## src/rtl/sw_rr_scheduler16_pkg.sv

```systemverilog
`default_nettype none
// ============================================================================
// Package     : sw_sched_pkg
// Description : Shared types and constants for the 16-switch round-robin
//               scheduler (requester count, index width, FSM state type,
//               one-hot helper).
// Revision    : 1.0 - initial release
// ============================================================================
package sw_sched_pkg;

    localparam int N_REQ = 16;
    localparam int IDX_W = 4;

    typedef logic [IDX_W-1:0] idx_t;

    typedef enum logic [0:0] {
        IDLE  = 1'b0,
        GRANT = 1'b1
    } state_t;

    // One-hot decode of a requester index.
    function automatic logic [N_REQ-1:0] onehot(input idx_t i);
        logic [N_REQ-1:0] v;
        v    = '0;
        v[i] = 1'b1;
        return v;
    endfunction

endpackage
`default_nettype wire

```

## src/rtl/sw_rr_scheduler16_if.sv

```systemverilog
`default_nettype none
// ============================================================================
// Interface   : sw_rr_scheduler16_if
// Description : Switch-request / grant bundle of the scheduler.
//               sw    : raw switch requests (async to clk)
//               LED   : binary index of the current grantee, 0 when idle
//               grant : one-hot grant, all zero when idle
//               valid : high while a grant is active
//               master drives sw, slave (the scheduler) drives the rest.
// Revision    : 1.0 - initial release
// ============================================================================
interface sw_rr_scheduler16_if;
    logic [15:0] sw;
    logic [3:0]  LED;
    logic [15:0] grant;
    logic        valid;

    modport master (output sw, input LED, input grant, input valid);
    modport slave  (input sw, output LED, output grant, output valid);
endinterface
`default_nettype wire

```

## src/rtl/sw_rr_scheduler16_rr_pick16.sv

```systemverilog
`default_nettype none
// ============================================================================
// Module      : rr_pick16
// Description : Combinational round-robin picker. Finds the first set bit of
//               (req & mask) starting at index ptr and wrapping modulo 16.
//               Ports: req  - request vector
//                      ptr  - search start index
//                      mask - requesters allowed to win (1 = eligible)
//                      found- at least one eligible requester
//                      idx  - winning index (0 when none found)
// Revision    : 1.0 - initial release
// ============================================================================
module rr_pick16
    import sw_sched_pkg::*;
(
    input  logic [N_REQ-1:0] req,
    input  idx_t             ptr,
    input  logic [N_REQ-1:0] mask,
    output logic             found,
    output idx_t             idx
);

    logic [N_REQ-1:0] masked;
    logic [N_REQ-1:0] rot;
    idx_t             off;
    idx_t             src;

    always_comb begin
        masked = req & mask;
        // Rotate so that position 0 of rot corresponds to req[ptr].
        rot = '0;
        src = '0;
        for (int i = 0; i < N_REQ; i++) begin
            src    = idx_t'(i) + ptr;
            rot[i] = masked[src];
        end
        found = |rot;
        // Lowest set bit of the rotated vector wins.
        off = '0;
        for (int i = N_REQ - 1; i >= 0; i--) begin
            if (rot[i]) begin
                off = idx_t'(i);
            end
        end
        // Un-rotate; 4-bit addition wraps modulo 16.
        idx = found ? idx_t'(off + ptr) : '0;
    end

endmodule
`default_nettype wire

```

## src/rtl/sw_rr_scheduler16.sv

```systemverilog
`default_nettype none
// ============================================================================
// Module      : sw_rr_scheduler16
// Description : Round-robin time-slice scheduler for 16 switches. Grants one
//               requester at a time for HOLD_CYCLES clocks and reports the
//               winner as a binary index (LED) and one-hot vector (grant).
//               Ports: clk   - system clock
//                      rst_n - asynchronous active-low reset
//                      bus   - slave side of sw_rr_scheduler16_if
// Revision    : 1.0 - initial release
// ============================================================================
module sw_rr_scheduler16
    import sw_sched_pkg::*;
#(
    parameter int HOLD_CYCLES = 100_000_000,
    parameter int CNT_W       = 27
) (
    input  logic                 clk,
    input  logic                 rst_n,
    sw_rr_scheduler16_if.slave   bus
);

    localparam logic [CNT_W-1:0] c_reload = CNT_W'(HOLD_CYCLES - 1);

    logic [N_REQ-1:0] sync1_q, sync1_d;
    logic [N_REQ-1:0] sync2_q, sync2_d;
    state_t           state_q, state_d;
    idx_t             cur_q, cur_d;
    idx_t             ptr_q, ptr_d;
    logic [CNT_W-1:0] cnt_q, cnt_d;
    logic [N_REQ-1:0] grant_q, grant_d;
    idx_t             led_q, led_d;
    logic             valid_q, valid_d;

    logic [N_REQ-1:0] req;
    idx_t             pick_ptr;
    logic [N_REQ-1:0] pick_mask;
    logic             pick_found;
    idx_t             pick_idx;

    assign req = sync2_q;

    // While granting, the search always starts just past cur and excludes
    // cur, so "found" means another requester is waiting.
    always_comb begin
        if (state_q == GRANT) begin
            pick_ptr  = idx_t'(cur_q + idx_t'(1));
            pick_mask = ~onehot(cur_q);
        end else begin
            pick_ptr  = ptr_q;
            pick_mask = '1;
        end
    end

    rr_pick16 u_pick (
        .req   (req),
        .ptr   (pick_ptr),
        .mask  (pick_mask),
        .found (pick_found),
        .idx   (pick_idx)
    );

    always_comb begin
        sync1_d = bus.sw;
        sync2_d = sync1_q;
        state_d = state_q;
        cur_d   = cur_q;
        ptr_d   = ptr_q;
        cnt_d   = cnt_q;

        case (state_q)
            IDLE: begin
                if (pick_found) begin
                    cur_d   = pick_idx;
                    cnt_d   = c_reload;
                    state_d = GRANT;
                end
            end
            GRANT: begin
                // Release is checked first so release coinciding with
                // expiry never re-grants the departing requester.
                if (!req[cur_q]) begin
                    ptr_d = pick_ptr;
                    if (pick_found) begin
                        cur_d = pick_idx;
                        cnt_d = c_reload;
                    end else begin
                        state_d = IDLE;
                    end
                end else if (cnt_q == '0) begin
                    ptr_d = pick_ptr;
                    cnt_d = c_reload;
                    if (pick_found) begin
                        cur_d = pick_idx;
                    end
                end else begin
                    cnt_d = cnt_q - CNT_W'(1);
                end
            end
            default: state_d = IDLE;
        endcase

        valid_d = (state_d == GRANT);
        grant_d = valid_d ? onehot(cur_d) : '0;
        led_d   = valid_d ? cur_d : '0;
    end

    always_ff @(posedge clk or negedge rst_n) begin
        if (!rst_n) begin
            sync1_q <= '0;
            sync2_q <= '0;
            state_q <= IDLE;
            cur_q   <= '0;
            ptr_q   <= '0;
            cnt_q   <= '0;
            grant_q <= '0;
            led_q   <= '0;
            valid_q <= 1'b0;
        end else begin
            sync1_q <= sync1_d;
            sync2_q <= sync2_d;
            state_q <= state_d;
            cur_q   <= cur_d;
            ptr_q   <= ptr_d;
            cnt_q   <= cnt_d;
            grant_q <= grant_d;
            led_q   <= led_d;
            valid_q <= valid_d;
        end
    end

    assign bus.LED   = led_q;
    assign bus.grant = grant_q;
    assign bus.valid = valid_q;

endmodule
`default_nettype wire

```

## src/flat_wrapper.sv

```systemverilog
// flat-port wrapper written by rule: the top's interface ports become plain ports
module sw_rr_scheduler16_flat import sw_sched_pkg::*;
#(
    parameter int HOLD_CYCLES = 100_000_000,
    parameter int CNT_W       = 27
)
  (clk, rst_n, bus_sw, bus_LED, bus_grant, bus_valid);
  sw_rr_scheduler16_if bus_i ();
  input  logic clk;
  input  logic rst_n;
  input wire logic [$bits(bus_i.sw)-1:0] bus_sw;
  output wire logic [$bits(bus_i.LED)-1:0] bus_LED;
  output wire logic [$bits(bus_i.grant)-1:0] bus_grant;
  output wire logic [$bits(bus_i.valid)-1:0] bus_valid;
  assign bus_i.sw = bus_sw;
  assign bus_LED = bus_i.LED;
  assign bus_grant = bus_i.grant;
  assign bus_valid = bus_i.valid;
  sw_rr_scheduler16 #(.HOLD_CYCLES(HOLD_CYCLES), .CNT_W(CNT_W)) u_core (.clk(clk), .rst_n(rst_n), .bus(bus_i));
endmodule
```

## config.mk

```make
export PLATFORM = sky130hd
export DESIGN_NAME = sw_rr_scheduler16_flat
export DESIGN_NICKNAME = d
export VERILOG_FILES = /design/src/rtl/sw_rr_scheduler16_pkg.sv /design/src/rtl/sw_rr_scheduler16_if.sv /design/src/rtl/sw_rr_scheduler16_rr_pick16.sv /design/src/rtl/sw_rr_scheduler16.sv /design/src/flat_wrapper.sv
export SDC_FILE = /design/constraint.sdc
export NUM_CORES = 1
export LEC_CHECK = 0
export BUFFER_PORTS_ARGS = -buffer_cell sky130_fd_sc_hd__buf_2
export CAP_MARGIN = 30
export CORE_MARGIN = 2
export CORE_UTILIZATION = 62
export DETAILED_ROUTE_END_ITERATION = 16
export GPL_ROUTABILITY_DRIVEN = 0
export PLACE_DENSITY = 0.92
export SYNTH_ARGS = -nofsm -noshare
export SYNTH_HDL_FRONTEND = slang
export SYNTH_HIERARCHICAL = 1
export SYNTH_SLANG_ARGS = --single-unit
```

## constraint.sdc

```tcl
create_clock -name clk -period 6.5 [get_ports clk]
set_clock_uncertainty 0.1 [all_clocks]
set_input_delay 0.325 -clock clk [delete_from_list [all_inputs] [get_ports clk]]
set_output_delay 0.325 -clock clk [all_outputs]
set_load 0.1 [all_outputs]
```

Yosys cells after proc, flatten, opt, wreduce, memory -nomap -nowiden. Index checks and enable logic that the tools add are counted.

Output and inout bits: 21. Register bits after elaboration: 88. Logic and storage cells: 126.

Equal/unequal tests: 1. Reduce and logical (&&, ||, !) cells: 5. Add/sub/neg operators: 18. $lt $le $gt $ge: 20. Bitwise operators: 3. Muxes and demuxes: 71.

Operators by type and width (number): $mux W4 (23); $lt A4 B5 Y1 const B (18); $mux W27 (3); $bmux W1 S4 (17); $pmux W27 S2 (1); $add A4 B4 Y4 const A (8); $mux W16 (2); $logic_not A27 Y1 (1); $sub A27 B1 Y27 const B (1); $mux W1 (21); $add A3 B4 Y4 const A (4); $and A16 B16 Y16 (1); $not A16 Y16 (1); $reduce_or A16 Y1 (1); $add A2 B4 Y4 const A (2); $demux W1 S4 (2); $ge A4 B1 Y1 const B (2); $pmux W4 S2 (1); $add A1 B4 Y4 const A (1); $add A4 B1 Y4 const B (1); $add A4 B4 Y4 (1); $logic_and A1 B1 Y1 (2); $ne A2 B2 Y1 const B (1); $pmux W1 S2 (1); other kinds (2) (2).

Longest topological paths before layout.
Depth in word-level cells: 35. Depth in mapped cells: 24.

Hierarchy. The synthesis kept the hierarchy.

Modules (own cells, without submodules): sw_rr_scheduler16 (cells each 378, seq. area each 2202.1 um2, area each 4013.8 um2, times used 1); rr_pick16 (cells each 203, seq. area each 0.0 um2, area each 1850.5 um2, times used 1).

Least setup slack after synthesis. No wires, ideal clock.

Path kind: register to register. Start point: register, netlist name u_core/bus.valid. End point: register u_core.grant_q[7] (netlist: u_core/bus.grant[7]). Cell stages (with the launch flop): 23. Library setup time: 0.138 ns. Arrival time: 5.431 ns. Setup slack: 0.831 ns. Path buffers: 4. Cell sequence: dfrtp_1 > clkbuf_1 > clkbuf_1 > nor2_1 > nor2_1 > buf_6 > inv_1 > ha_1 > buf_2 > inv_2 > mux4_2 > mux4_2 > nand2_1 > nor2_1 > a211oi_2 > ha_1 > a21o_1 > a21oi_1 > xnor2_1 > o31ai_1 > mux2i_1 > nand2b_1 > o22ai_1.

RTL lines: end signal, assigned (RTL line sw_rr_scheduler16.sv:126) `grant_q <= grant_d;`; end, declared (RTL line sw_rr_scheduler16.sv:31) `logic [N_REQ-1:0] grant_q, grant_d;`.

Final worst setup path.
Start point: register u_core.cur_q[1]. End point: register u_core.grant_q[10] (netlist: u_core/bus.grant[10]).

Elaborated cells between the ends (all ways): 90. Those cells by class: 17 x add/sub; 4 x order compare; 64 x mux; 2 x bitwise; 3 x reduce/logical.

RTL lines: start, declared (RTL line sw_rr_scheduler16.sv:28) `idx_t cur_q, cur_d;`; start signal, assigned (RTL line sw_rr_scheduler16.sv:123) `cur_q <= cur_d;`; $add A4 B1 Y4 (*) (RTL line sw_rr_scheduler16.sv:47) `pick_ptr = idx_t'(cur_q + idx_t'(1));`; $mux W4 (*) (RTL line sw_rr_scheduler16.sv:46) `if (state_q == GRANT) begin`; named net u_core.pick_ptr[1] (RTL line sw_rr_scheduler16.sv:36) `idx_t pick_ptr;`; $add A4 B4 Y4 (RTL line sw_rr_scheduler16_rr_pick16.sv:34) `src = idx_t'(i) + ptr;`; $bmux W1 S4 (RTL line sw_rr_scheduler16_rr_pick16.sv:35) `rot[i] = masked[src];`; $mux W1 (not written as such) (RTL line sw_rr_scheduler16_rr_pick16.sv:35); $mux W4 (16 in a row) (RTL line sw_rr_scheduler16_rr_pick16.sv:41) `if (rot[i]) begin`; $add A4 B4 Y4 (*) (RTL line sw_rr_scheduler16_rr_pick16.sv:46) `idx = found ? idx_t'(off + ptr) : '0;`; named net u_core.pick_idx[3] (RTL line sw_rr_scheduler16.sv:39) `idx_t pick_idx;`; (+2 left out); $mux W4 (RTL line sw_rr_scheduler16.sv:82) `if (!req[cur_q]) begin`; $pmux W4 S2 (*) (RTL line sw_rr_scheduler16.sv:71) `case (state_q)`; $lt A4 B5 Y1 (not written as such) / $ge A4 B1 Y1 (equally long branches) (RTL line sw_rr_scheduler16_pkg.sv:25) `v[i] = 1'b1;`; $logic_and A1 B1 Y1 (not written as such) (RTL line sw_rr_scheduler16_pkg.sv:25); $mux W1 (not written as such) (RTL line sw_rr_scheduler16_pkg.sv:25); $demux W1 S4 (*); $mux W16 (*) (RTL line sw_rr_scheduler16.sv:104) `grant_d = valid_d ? onehot(cur_d) : '0;`; named net u_core.grant_d[10] (RTL line sw_rr_scheduler16.sv:31).

Mark *: on every way through the listed nets, which the timed path passes. The rest lies on a longest branch. The select of a mux whose other input is x is not followed. A chain may end at the register's enable or synchronous reset.

==> reports/metrics.yaml <==
outcome:
  outcome: "finished clean"
global_routing:
  grt_use_met1_pct: 38.0
  gr-total-overflow: 0
  grt_pass1_vias: 4950
  use_met2_pct: 48.8
  grt_max_degree: 51
  grt-busiest-layer: "met2"
  grt_pass1_wl_um: 23900
  antenna_found_initial: 0
  grtUsageTotal_pct: 29.7
  met3_usage_pct: 6.00
worst_setup_path:
  cp_top_family: "compound AO/OA/AOI/OAI gates"
  crit_path_end_kind: "register"
  slowest_stage: "dfrtp_2"
  critPathLaunchType: "register"
  path_buf_inv: 2
  cp_max_fo: 20
  rr_worst_depth: 19
  worstPathRequired_ns: 6.65
  r2r_end: "u_core/bus.grant[10]"
  r2r-start: "u_core/cur_q[1]"
  slowest_delay_ns: 0.63
  r2r_slack_ns: 0.44
  cp.arrival_ns: 6.21
  worstSetupPathType: "reg -> reg"
  path_cells: "inv_1 > ha_1 > mux2_2 > inv_2 > ha_1 > xor2_1 > a2111oi_0 > nor4_1 > o211ai_1 > a31o_1 > a211oi_2 > ha_1 > a21o_1 > a21oi_1 > xnor2_1 > o31ai_1 > mux2i_1 > nand2_1 > o22ai_1"
  critPathMostFrequentCell: "ha_1"
floorplanning:
  core_um2: 9200
  chipWidth_um: 101
  rows: 35
  die_area_um2: 10300
  io_pins: 39
  initial_core_util_pct: 63.8
  fp.dieH_um: 101
synthesis:
  synth_seq_area_share_pct: 37.6
  syn_area_um2: 5860
  muxShareOfSynthArea_pct: 16.0
  synth_compound_area_share_pct: 15.3
  synth_top_area_cell: "dfrtp_1"
  syn_avg_cell_area_um2: 10.1
  synthXorXnorAreaFrac_pct: 2.07
  syn_inst: 581
  synth_fa_ha_area_share_pct: 3.76
  async_flop_share_pct: 100
  synth-edff-count: 0
  synth_cell_types: 80
  syn-num-nets: 616
  synth_warnings: 6
  netlist_top_cells_area: "dfrtp_1 38%, mux4_2 7.7%, nand3_1 4.2%"
  synth_top_family_by_area: "simple AND/OR/NAND/NOR gates"
  ys.flop_type: "dfrtp_1"
  yosysTopAreaCellShare_pct: 37.6
  yosys.area_share.simple_pct: 20.8
  synth_seq_cells: 88
finish:
  fin_area_um2: 6470
  drive_above_1_share_pct: 20.1
  areaGrowthSynthToFinish_pct: 10.4
  finalNetCount: 662
  final_common_cell: "dfrtp_1"
  final_cell_mix: "87 x dfrtp_1, 49 x nand3_1, 45 x nor2_1"
  fin_cells: 743
  antenna_cells: 0
detailed_routing:
  avgRoutedWirePerCell_um: 19.6
  routed_wl_um: 14600
  ant_nets: 0
  drt_iter0_drc: 540
  num_vias: 5125
  avgViaCountPerCell: 6.90
  first_pass_iters: 6
  drc: 0
clock_network:
  clock-sinks: 88
  cts.clk_slew.worst_paths_ns: 0.09
  cts-root-buf: "clkbuf_8"
  postCtsSetupBuffers: 0
  cts_tree: "yes"
  cts_max_level: 3
  cts_buffers: 9
  cts_max_path_buffers: 2
  clk_latency_ns: 0.36
sta:
  finalCriticalPeriod_ns: 6.06
  rsz0062_at_grt: "false"
  max_freq_mhz: 165
  slew_violations: 0
  tns_ns: 0
  worst_slew_pin_slew_ns: 0.961
  fin_crit_sh_pct: 93.2
  relSlewSlack_pct: 35.9
  setup_violations: 0
  fin_worst_hold_slack_ns: 0.255
  hold_viol_final: 0
placement:
  hpwl_um: 10600
  portBuffers: 38
  placed_area_um2: 6100
  dp.cells: 709
run:
  max-cap-violations: 0
worst_hold_path:
  holdPathEnd: "u_core/req[10]"
  min_path_cells: 0
  min_from: "u_core/sync1_q[10]"
  min-delay-path-class: "reg -> reg"
-- stage by stage --
| step | worst slack [ns] | utilization [%] |
|---|---|---|
| detailed placement | 0.418 | 66.3 |
| finish | 0.440 | 70.4 |
| global route | 0.0285 | 70.4 |
| floorplan | 0.831 | - |
| CTS | 0.359 | 70.2 |
| global placement | 0.735 | 66.0 |
-- per-layer routing --
metal | vias to the layer above | routed length (um)
met5 | - | 0
met4 | 0 | 624
met3 | 75 | 1430
met2 | 339 | 7090
met1 | 2422 | 5460
li1 | 2289 | -
-- synth_stat cells, types with 16 or more instances --
cell / n
nor3_1: 20
nor2_1: 45
mux2i_1: 22
nand2_1: 44
o21ai_0: 19
inv_1: 20
a21oi_1: 18
o22ai_1: 19
mux4_2: 20
dfrtp_1: 88
ha_1: 16
nand3_1: 49
-- how the worst max path moves through the flow --
| stage | from | end | slack, ns | cells after the start |
|---|---|---|---|---|
| 6_report | u_core/cur_q[1] | u_core/bus.grant[10] | 0.44 | 19 |
| 5_1_grt | u_core/cur_q[1] | u_core/bus.grant[11] | 0.03 | 20 |
| 4_1_cts | u_core/cur_q[1] | u_core/bus.grant[8] | 0.36 | 19 |
| 3_5_place_dp | u_core/cur_q[1] | u_core/bus.grant[8] | 0.42 | 20 |
| 3_3_place_gp | u_core/cur_q[1] | u_core/bus.grant[7] | 0.74 | 19 |
| 2_1_floorplan | u_core/bus.valid | u_core/bus.grant[7] | 0.83 | 22 |
-- cell type report --
type / instances / area, um2
Fill cell: 654 / 2720
Clock buffer: 11 / 151
Sequential cell: 88 / 2200
Clock inverter: 5 / 40.0
Tap cell: 111 / 139
Multi-Input combinational cell: 443 / 3410
Inverter: 22 / 82.6
Timing Repair Buffer: 63 / 450
-- sequential cells by signal (all words and copies together), names as in the netlist --
name	count
u_core/ptr_q	4
u_core/cnt_q	27
u_core/req	16
u_core/cur_q	4
u_core/sync1_q	16
u_core/bus.grant	16
u_core/bus.LED	4
u_core/bus.valid	1
-- worst reg2reg max path: stages (launching register included) --
cell and delay (ns):
dfrtp_2 0.63, inv_1 0.15, ha_1 0.32, mux2_2 0.43, inv_2 0.29, ha_1 0.25, xor2_1 0.44, a2111oi_0 0.20
nor4_1 0.53, o211ai_1 0.17, a31o_1 0.25, a211oi_2 0.29, ha_1 0.30, a21o_1 0.19, a21oi_1 0.18, xnor2_1 0.16
o31ai_1 0.10, mux2i_1 0.48, nand2_1 0.23, o22ai_1 0.26
-- cell families (layout without fill, tap and decap cells) --
logic type,after synthesis,count (layout)
simple gates,229,229
compound gates,126,126
flops,88,88
mux,58,58
buf+inv,50,101
fa+ha+maj,17,17
xor+xnor,13,13
-- timing repair --
| item | 4_1_cts | 5_1_grt |
|---|---|---|
| hold buffers | 17 | 0 |
| endpoints found under the setup margin | 0 | 17 |
| resized for setup | 0 | 1 |
| endpoints found under the hold margin | 54 | 0 |
Power is left out: the tool's default activity adds up to more than one toggle a clock period on the data nets, which glitch-free logic cannot reach.
